**config.mk**
```make
export PLATFORM = sky130hd
export DESIGN_NAME = switch_arbiter_rr
export DESIGN_NICKNAME = d
export VERILOG_FILES = /design/src/rtl/switch_arbiter_rr_pkg.sv /design/src/rtl/switch_arbiter_rr_out_arbiter.sv /design/src/rtl/switch_arbiter_rr.sv
export SDC_FILE = /design/constraint.sdc
export NUM_CORES = 1
export LEC_CHECK = 0
export BUFFER_PORTS_ARGS = -buffer_cell sky130_fd_sc_hd__buf_4
export CAP_MARGIN = 10
export CORE_MARGIN = 3
export CORE_UTILIZATION = 26
export CTS_CLUSTER_SIZE = 14
export DETAILED_ROUTE_END_ITERATION = 16
export HOLD_SLACK_MARGIN = 0.12
export PLACE_DENSITY_LB_ADDON = 0.3
export SYNTH_ARGS = -nofsm -noshare
export SYNTH_HDL_FRONTEND = slang
export SYNTH_SLANG_ARGS = --single-unit
export TNS_END_PERCENT = 20
```
**constraint.sdc**
```tcl
create_clock -name clk -period 3.65 [get_ports clk]
set_input_delay 0.365 -clock clk [delete_from_list [all_inputs] [get_ports clk]]
set_output_delay 0.365 -clock clk [all_outputs]
set_load 0.1 [all_outputs]
```
**src/rtl/switch_arbiter_rr_pkg.sv**
```systemverilog
// Shared types and helpers for the round-robin switch arbiter: state encoding,
// destination decode and the rotating-priority pick.
package switch_arb_pkg;

    localparam int MAX_PORTS = 16;
    localparam int MAX_SEL_W = 4;
    localparam int DEF_PORTS = 4;
    localparam int DEF_SEL_W = $clog2(DEF_PORTS);

    typedef logic [DEF_SEL_W-1:0] port_idx_t;

    typedef enum logic {
        IDLE   = 1'b0,
        LOCKED = 1'b1
    } arb_state_e;

    typedef struct packed {
        logic                 found;
        logic [MAX_SEL_W-1:0] idx;
    } rr_pick_t;

    // Keeps only the lowest set bit; a zero mask stays zero.
    function automatic logic [MAX_PORTS-1:0] onehot_lowest(input logic [MAX_PORTS-1:0] v);
        return v & (~v + MAX_PORTS'(1));
    endfunction

    // First requester at or after ptr, wrapping modulo n. Scanning from the
    // far end lets the nearest requester overwrite the result last.
    function automatic rr_pick_t rr_pick(input logic [MAX_PORTS-1:0] req,
                                         input logic [MAX_SEL_W-1:0] ptr,
                                         input int n);
        rr_pick_t res;
        int       idx;
        res = '0;
        for (int k = MAX_PORTS - 1; k >= 0; k--) begin
            if (k < n) begin
                idx = int'(ptr) + k;
                if (idx >= n) idx = idx - n;
                if (req[idx[MAX_SEL_W-1:0]]) begin
                    res.found = 1'b1;
                    res.idx   = idx[MAX_SEL_W-1:0];
                end
            end
        end
        return res;
    endfunction

endpackage

```
**src/rtl/switch_arbiter_rr_out_arbiter.sv**
```systemverilog
// Per-output packet-locking round-robin arbiter: owner register, rotating
// pointer and optional stuck-lock timeout.
module rr_out_arbiter
    import switch_arb_pkg::*;
#(
    parameter int NUM_PORTS    = 4,
    parameter int SEL_W        = $clog2(NUM_PORTS),
    parameter int LOCK_TIMEOUT = 0,
    parameter int TO_CNT_W     = 16
) (
    input  logic                 clk,
    input  logic                 rst_n,
    input  logic [NUM_PORTS-1:0] req,
    input  logic [NUM_PORTS-1:0] in_valid,
    input  logic [NUM_PORTS-1:0] in_last,
    input  logic                 out_ready,
    output logic                 locked,
    output logic [SEL_W-1:0]     owner,
    output logic                 timeout_pulse
);

    localparam bit                  TO_EN   = (LOCK_TIMEOUT > 0);
    localparam logic [TO_CNT_W-1:0] TO_LAST = TO_EN ? TO_CNT_W'(LOCK_TIMEOUT - 1) : '0;

    arb_state_e           state_q, state_d;
    logic [SEL_W-1:0]     owner_q, owner_d;
    logic [SEL_W-1:0]     ptr_q, ptr_d, ptr_adv;
    logic [TO_CNT_W-1:0]  cnt_q, cnt_d;
    logic                 accept, eop, to_hit;
    logic [NUM_PORTS-1:0] req_rel;
    rr_pick_t             pick_idle, pick_rel;
    logic                 unused_pick_bits;

    // Upper index bits are always zero when NUM_PORTS < 16.
    assign unused_pick_bits = ^{pick_idle.idx, pick_rel.idx};

    always_comb begin
        accept  = (state_q == LOCKED) && in_valid[owner_q] && out_ready;
        eop     = accept && in_last[owner_q];
        to_hit  = TO_EN && (state_q == LOCKED) && !accept && (cnt_q == TO_LAST);
        ptr_adv = (int'(owner_q) == NUM_PORTS - 1) ? '0 : owner_q + 1'b1;

        // The owner's last flit is consumed this cycle, so it is not a pending request.
        req_rel = req;
        if (eop) req_rel[owner_q] = 1'b0;

        pick_idle = rr_pick(MAX_PORTS'(req), MAX_SEL_W'(ptr_q), NUM_PORTS);
        pick_rel  = rr_pick(MAX_PORTS'(req_rel), MAX_SEL_W'(ptr_adv), NUM_PORTS);

        state_d       = state_q;
        owner_d       = owner_q;
        ptr_d         = ptr_q;
        cnt_d         = cnt_q;
        timeout_pulse = 1'b0;

        case (state_q)
            IDLE: begin
                if (pick_idle.found) begin
                    state_d = LOCKED;
                    owner_d = SEL_W'(pick_idle.idx);
                    cnt_d   = '0;
                end
            end
            LOCKED: begin
                if (accept) cnt_d = '0;
                else if (TO_EN) cnt_d = cnt_q + 1'b1;

                // Release and rearbitrate in the same cycle so back-to-back packets see no bubble.
                if (eop || to_hit) begin
                    ptr_d         = ptr_adv;
                    cnt_d         = '0;
                    timeout_pulse = to_hit;
                    if (pick_rel.found) owner_d = SEL_W'(pick_rel.idx);
                    else state_d = IDLE;
                end
            end
            default: state_d = IDLE;
        endcase
    end

    always_ff @(posedge clk) begin
        if (!rst_n) begin
            state_q <= IDLE;
            owner_q <= '0;
            ptr_q   <= '0;
            cnt_q   <= '0;
        end else begin
            state_q <= state_d;
            owner_q <= owner_d;
            ptr_q   <= ptr_d;
            cnt_q   <= cnt_d;
        end
    end

    assign locked = (state_q == LOCKED);
    assign owner  = owner_q;

endmodule

```
**src/rtl/switch_arbiter_rr.sv**
```systemverilog
// N x N switch arbiter: decodes one-hot destinations into per-output requests,
// runs one locking round-robin arbiter per output and folds grants back to inputs.
module switch_arbiter_rr
    import switch_arb_pkg::*;
#(
    parameter int NUM_PORTS    = 4,
    parameter int SEL_W        = $clog2(NUM_PORTS),
    parameter int LOCK_TIMEOUT = 0,
    parameter int TO_CNT_W     = 16
) (
    input  logic                                 clk,
    input  logic                                 rst_n,
    input  logic [NUM_PORTS-1:0]                 in_valid,
    input  logic [NUM_PORTS-1:0][NUM_PORTS-1:0]  in_dst,
    input  logic [NUM_PORTS-1:0]                 in_last,
    input  logic [NUM_PORTS-1:0]                 out_ready,
    output logic [NUM_PORTS-1:0]                 in_ready,
    output logic [NUM_PORTS-1:0]                 grant_bus,
    output logic [NUM_PORTS-1:0][SEL_W-1:0]      mux_select,
    output logic [NUM_PORTS-1:0]                 out_active,
    output logic                                 dst_err,
    output logic [NUM_PORTS-1:0]                 timeout_pulse
);

    logic [NUM_PORTS-1:0][NUM_PORTS-1:0] dst_sel;
    logic [NUM_PORTS-1:0][NUM_PORTS-1:0] req;
    logic [NUM_PORTS-1:0]                dst_multi;

    // req[j][i]: input i wants output j; only the lowest destination bit counts.
    always_comb begin
        dst_sel   = '0;
        req       = '0;
        dst_multi = '0;
        for (int i = 0; i < NUM_PORTS; i++) begin
            dst_sel[i]   = NUM_PORTS'(onehot_lowest(MAX_PORTS'(in_dst[i])));
            dst_multi[i] = in_valid[i] && (in_dst[i] != dst_sel[i]);
            for (int j = 0; j < NUM_PORTS; j++) begin
                req[j][i] = in_valid[i] & dst_sel[i][j];
            end
        end
    end

    for (genvar j = 0; j < NUM_PORTS; j++) begin : g_out
        rr_out_arbiter #(
            .NUM_PORTS   (NUM_PORTS),
            .SEL_W       (SEL_W),
            .LOCK_TIMEOUT(LOCK_TIMEOUT),
            .TO_CNT_W    (TO_CNT_W)
        ) u_arb (
            .clk          (clk),
            .rst_n        (rst_n),
            .req          (req[j]),
            .in_valid     (in_valid),
            .in_last      (in_last),
            .out_ready    (out_ready[j]),
            .locked       (out_active[j]),
            .owner        (mux_select[j]),
            .timeout_pulse(timeout_pulse[j])
        );
    end

    // An input owns at most one output, so OR-folding yields that output's ready.
    always_comb begin
        grant_bus = '0;
        in_ready  = '0;
        for (int j = 0; j < NUM_PORTS; j++) begin
            if (out_active[j]) begin
                grant_bus[mux_select[j]] = 1'b1;
                in_ready[mux_select[j]]  = in_ready[mux_select[j]] | out_ready[j];
            end
        end
    end

    always_ff @(posedge clk) begin
        if (!rst_n) dst_err <= 1'b0;
        else if (|dst_multi) dst_err <= 1'b1;
    end

endmodule

```
* After elaboration in Yosys (flattened, before gate mapping)
Index checks and enable logic that the tools add are counted.
Storage, ports and cells: output and inout port bits 25, bits in registers 21, logic and storage cells 453
Operators by class: reductions and logical operators 29, bitwise operators 44, equal/unequal tests 20, muxes and demuxes 211, magnitude comparators 72, add/sub/neg operators 64
Operators with widths (count):
- 32-bit by 4-bit >= comparator with 1-bit output (second input constant) | 24
- 4-bit 2-to-1 mux | 44
- 4-bit by 5-bit less-than comparator with 1-bit output (second input constant) | 32
- 5-bit 2-to-1 mux | 32
- 1-bit binary-select mux with 4-bit select | 32
- 4-bit subtractor (second input constant) | 24
- 1-bit 2-to-1 mux | 60
- 2-bit by 2-bit adder with 3-bit output (second input constant) | 16
- 4-bit bitwise AND | 9
- 2-bit 2-to-1 mux | 16
- 4-bit NOT | 8
- 2-bit by 3-bit subtractor with 4-bit output (second input constant) | 8
- 2-bit by 1-bit adder with 3-bit output (second input constant) | 8
- 1-bit binary-select mux with 2-bit select | 12
- 2-bit by 3-bit >= comparator with 1-bit output (second input constant) | 8
- 1-bit logical AND | 20
- 4-bit by 1-bit adder with 4-bit output (second input constant) | 4
- 1-bit bitwise AND | 16
- 2-bit inequality test (second input constant) | 8
- 4-bit inequality test | 4
- 2-bit one-hot mux with 2 select lines | 4
- 4-bit bitwise mux | 3
- 2-bit by 3-bit less-than comparator with 1-bit output (second input constant) | 4
- 4-bit OR | 3
- 11 further kinds | 41

* Logic depth before layout (Yosys ltp)
depth after elaboration 21, gate-level depth with buffers 11, gate-level depth less buffers 10

* Cells and area by module
A second synthesis with hierarchy kept.
Unflattened totals: cells, all modules 672, area, all modules 5053.6 um2
Modules (own cells, without submodules):
- rr_out_arbiter | instances 4, cells an instance 145, area an instance 1111.1 um2
- switch_arbiter_rr | instances 1, cells an instance 92, area an instance 609.3 um2

* Worst setup path after synthesis
OpenSTA, ideal clock, no wires.
kind register -> output, start point reg g_out[0].u_arb.owner_q[0], end point out in_ready[1], stages on the path, launching flop included 11, arrival time 4.189 ns, path buffers 0, slack -0.904 ns, path through dfxtp_1 inv_1 ha_1 mux4_2 mux2_2 a2111oi_4 o31ai_2 o211ai_1 a22oi_1 o211a_1 a31o_1
On the way: cells in the longest elaborated chain, start to end 21, elaborated cells between the ends (all ways) 25
Ends and longest elaborated chain:
- start: declaration | RTL line switch_arbiter_rr_out_arbiter.sv:26 | logic [SEL_W-1:0] owner_q, owner_d;
- start signal: assignment | RTL line switch_arbiter_rr_out_arbiter.sv:89 | owner_q <= owner_d;
- 2-bit by 3-bit less-than comparator with 1-bit output (not written as such) or 2-bit by 1-bit >= comparator with 1-bit output (tied branches) | RTL line switch_arbiter_rr.sv:69 | in_ready[mux_select[j]] = in_ready[mux_select[j]] | out_ready[j];
- 1-bit logical AND (not written as such) | RTL line switch_arbiter_rr.sv:69
- 1-bit 2-to-1 mux (not written as such) | RTL line switch_arbiter_rr.sv:69
- 1-bit demux with 2-bit select
- 4-bit bitwise AND (no line) (*)
- 4-bit 2-to-1 mux (*) | RTL line switch_arbiter_rr.sv:67 | if (out_active[j]) begin
- 1-bit binary-select mux with 2-bit select | RTL line switch_arbiter_rr.sv:69
- 1-bit 2-to-1 mux (not written as such) | RTL line switch_arbiter_rr.sv:69
- [5 not listed]
- 1-bit OR | RTL line switch_arbiter_rr.sv:69
- 4-bit bitwise mux | RTL line switch_arbiter_rr.sv:69
- 4-bit 2-to-1 mux (*) | RTL line switch_arbiter_rr.sv:67
- 1-bit binary-select mux with 2-bit select | RTL line switch_arbiter_rr.sv:69
- 1-bit 2-to-1 mux (not written as such) | RTL line switch_arbiter_rr.sv:69
- 1-bit OR | RTL line switch_arbiter_rr.sv:69
- 4-bit bitwise mux | RTL line switch_arbiter_rr.sv:69
- 4-bit 2-to-1 mux (*) | RTL line switch_arbiter_rr.sv:67
- end: declaration | RTL line switch_arbiter_rr.sv:17 | output logic [NUM_PORTS-1:0] in_ready,
Mark *: on every way between the ends. The rest lies on a longest branch, timed or not. The select of a mux whose other input is x is not followed.

* Worst setup path in the final report
Same ends and word-level chain as after synthesis.

==> out/qor.csv <==
stage;metric;value;unit
finish;Final nets;755;
finish;share of cells above drive strength 1;18.6;%
die;Die Y;139;µm
die;effective utilization at floorplan;26.6;%
sta;fmax;274;MHz
setup_path;Worst Setup EP;in_ready[1];
sta;Final min period;3.65;ns
power_and_ir_drop;Clk network pwr share;13.6;%
global_routing;initial antenna violation count;0;
power_and_ir_drop;sw frac;53.9;%
sta;setup TNS;0;ns
clock_tree;CTS root buf;clkbuf_16;
setup_path;CP Depth;11;
synth;Cell Area, Synth;4610;µm²
synth;most used flip-flop cell after synthesis;dfxtp_1;
global_routing;met2 global-route usage;23.6;%
synth;synth unique cells;78;
synth;Mapped Avg Cell Area;7.28;µm²
power_and_ir_drop;Comb pwr share;70.4;%
sta;WHS;0.440;ns
route;Initial DRC Count;480;
setup_path;Required @ worst endpoint;3.28;ns
finish;Reg area;430;µm²
clock_tree;Clock Latency Late Sink;0.27;ns
power_and_ir_drop;sequential share of power;16.0;%
route;Final ANT Viol Nets;0;
synth;most frequent cell after synthesis;nand2_1;
synth;Syn Inst Count;633;
global_routing;grt met1 use;22.9;%
synth;Yosys top cell area share;12.8;%
setup_path;Data arrival, critical path;3.28;ns
finish;Fill cells;1927;
setup_path;CP startpoint kind;register;
clock_tree;TritonCTS clock tree;done;
clock_tree;clock sinks;21;
global_routing;total track usage;15.6;%
sta;Slew HR;46.2;%
die;core region area;17300;µm²
die;Die Width;139;µm
sta;Final WS setup;0.00297;ns
setup_path;Worst R2R Path Depth;10;
setup_path;CP max stage delay;0.47;ns
setup_path;worst r2r src;g_out[2].u_arb.owner[0];
placement;DP HPWL;12.4;mm
global_routing;vias in the first global route;4615;
synth;Synth area leaders;ha_1 (13%), dfxtp_1 (9.1%), mux2i_1 (5.7%), a21oi_1 (5.0%), nand2_1 (4.9%);
hold_path;hold crit path type;in2reg;
finish;Syn-to-layout area delta;18.9;%
power_and_ir_drop;Power Density;358;nW/µm²
sta;final hold violations;0;
setup_path;CP endpoint kind;output pin;
synth;#FFs+latches synth;21;
synth;synth cell count leaders;nand2_1 (60), nor2_1 (59), ha_1 (47);
synth;EDFF count, synth;0;
sta;Final Cycle Share;99.9;%
finish;diodes inserted;0;
synth;Ys Warns;0;
placement;pre-CTS setup slack;0.0676;ns
placement;IO Port Bufs;50;
setup_path;worst-path cell chain;inv_6 -> ha_4 -> mux4_2 -> mux2_4 -> a2111oi_4 -> o31ai_4 -> o211ai_1 -> a22oi_1 -> o211a_2 -> a31o_4 -> buf_12;
setup_path;CP startpoint;g_out[0].u_arb.owner[0];
synth;post-synthesis sequential area ratio;9.13;%
setup_path;WS Path Type;reg2out;
die;Ports;55;
finish;area of the multi-input gates;3990;µm²
global_routing;gr busiest metal;met2;
power_and_ir_drop;Static Leak;2.22;nW
setup_path;reg2reg end;g_out[2].u_arb.owner[0];
sta;Slew @ Worst Pin;0.806;ns
clock_tree;CTS HTree Levels;1;
placement;global placer's final weighted congestion;0.887;
sta;fin. max-slew vios;0;
run;max cap viols;0;
global_routing;grt ovf;0;
clock_tree;clock buffer depth;2;
synth;cell accounting for the most synthesized area;ha_1;
sta;RSZ-0062 raised after global routing;true;
route;Via Count;5106;
outcome;run status;completed;
setup_path;reg2reg setup slack;0.55;ns
route;Detailed Route WL;15.8;mm
setup_path;slowest CP cell;mux4_2;
global_routing;largest net degree at the start of global routing;22;
finish;fin cells;902;
global_routing;first-pass GRT wire length;25.1;mm
die;Die ar.;19300;µm²
route;DR pass1 iterations;5;
power_and_ir_drop;Net Switching;0.00106;W
sta;final setup fails;0;
placement;dpl cells;892;
clock_tree;hold buffer count at cts;0;
route;Post-route DRC;0;
synth;ys async rst share;0;%
setup_path;critical path's top delay family;compound AO/OA/AOI/OAI gates;
clock_tree;Num CTS Buffers;3;
setup_path;WP buf/inv;2;
global_routing;grt met3 use;2.76;%
sta;clk_skew;0.00591;ns
clock_tree;clock slew at reported path FFs;0.08;ns
route;routed len/inst;17.5;µm
power_and_ir_drop;Max VDD drop;0.000192;V
route;vias per cell;5.66;
power_and_ir_drop;Internal;0.000903;W
die;# rows;48;
setup_path;CP Max Fanout;7;
[worst min-delay path by stage]
stage / startpoint / to / slack [ns] / cells past startpoint
finish: rst_n / g_out[0].u_arb.locked / 0.44 / 3
global route: rst_n / g_out[3].u_arb.locked / 0.44 / 2
CTS: rst_n / g_out[0].u_arb.locked / 0.44 / 3
detailed placement: g_out[0].u_arb.owner[0] / g_out[0].u_arb.owner[0] / 0.55 / 2
global placement: g_out[0].u_arb.owner[0] / g_out[0].u_arb.owner[0] / 0.55 / 2
floorplan: g_out[3].u_arb.ptr_q[1] / g_out[3].u_arb.ptr_q[1] / 0.53 / 2
[state kept, by name (all words and copies together), names as in the netlist]
signal,flops
g_out.u_arb.owner,8
g_out.u_arb.ptr_q,8
dst_err,1
g_out.u_arb.locked,4
[final cells by class]
| type | instances | area share (%) |
|---|---|---|
| Multi-Input combinational cell | 551 | 72.8 |
| Timing Repair Buffer | 73 | 10.7 |
| Sequential cell | 21 | 7.86 |
| Tap cell | 225 | 5.14 |
| Inverter | 28 | 2.06 |
| Clock buffer | 3 | 1.37 |
| Clock inverter | 1 | 0.0914 |
[what timing repair did]
action / 4_1_cts / 5_1_grt
setup endpoints to repair: 4 / 4
resized for setup: 19 / 2
gates cloned: 0 / 0
pin swaps: 6 / 1
setup buffers: 6 / 0
[per-stage QoR]
step           area, µm²  util [%]  total power [W]
6_report            5480      31.7          0.00196
5_1_grt             5480      31.7          0.00209
4_1_cts             5470      31.6          0.00195
3_5_place_dp        5270      30.5          0.00161
3_3_place_gp        5270      30.5          0.00162
2_1_floorplan       4660         -          0.00129
[cell usage in the layout (no fill, tap or decap), types with 5 or more instances in the layout]
| master | synthesis | final |
|---|---|---|
| a211oi_1 | 8 | 8 |
| a21oi_1 | 46 | 46 |
| a221oi_1 | 5 | 5 |
| a22oi_1 | 8 | 8 |
| a31oi_1 | 9 | 9 |
| a41oi_1 | 5 | 5 |
| and2_1 | 9 | 9 |
| and3_1 | 10 | 10 |
| buf_4 | 8 | 69 |
| dfxtp_1 | 21 | 17 |
| ha_1 | 47 | 44 |
| inv_1 | 26 | 24 |
| mux2_2 | 8 | 7 |
| mux2i_1 | 26 | 26 |
| mux4_2 | 7 | 7 |
| nand2_1 | 60 | 60 |
| nand2b_1 | 11 | 11 |
| nand3_1 | 21 | 21 |
| nand3b_1 | 7 | 7 |
| nand4_1 | 9 | 9 |
| nor2_1 | 59 | 59 |
| nor2b_1 | 11 | 11 |
| nor3_1 | 8 | 8 |
| o211ai_1 | 16 | 16 |
| o21a_1 | 9 | 7 |
| o21ai_0 | 34 | 34 |
| o21bai_1 | 7 | 7 |
| o31ai_1 | 7 | 7 |
| or2_2 | 8 | 8 |
[cell families after synthesis]
| group | count (synthesis) | share of synthesized area (%) |
|---|---|---|
| AND/OR/NAND/NOR | 234 | 25.9 |
| other | 1 | 0.0814 |
| XOR/XNOR | 4 | 0.761 |
| buffers and inverters | 64 | 6.09 |
| flip-flops | 21 | 9.13 |
| multiplexers | 41 | 11.0 |
| adder cells (fa/ha/maj) | 48 | 13.0 |
| AO/OA/AOI/OAI | 220 | 34.1 |
[worst reg2reg max path, cell delays in order (launching register included)]
cell,delay (ns)
dfxtp_1,0.41
inv_1,0.40
ha_1,0.27
or3b_2,0.44
a21boi_0,0.28
a21oi_1,0.19
nand2_1,0.10
a21oi_1,0.09
nor4b_1,0.27
and4b_1,0.23
o41ai_1,0.33
[per-layer routing]
metal / vias up / part of all wire (%)
met5: - / 0
met4: 0 / 1.6
met3: 19 / 6.8
met2: 188 / 43
met1: 2415 / 49
li1: 2484 / -
[power by group through the flow]
stage / Clock [W] / Sequential [W] / Combinational (W)
after floorplan: 0 / 0.000390 / 0.000903
after global placement: 0 / 0.000317 / 0.00130
after detailed placement: 0 / 0.000318 / 0.00129
after CTS: 0.000273 / 0.000311 / 0.00136
after global routing: 0.000286 / 0.000320 / 0.00148
final: 0.000267 / 0.000313 / 0.00138
Power figures use the tool's default switching activity.
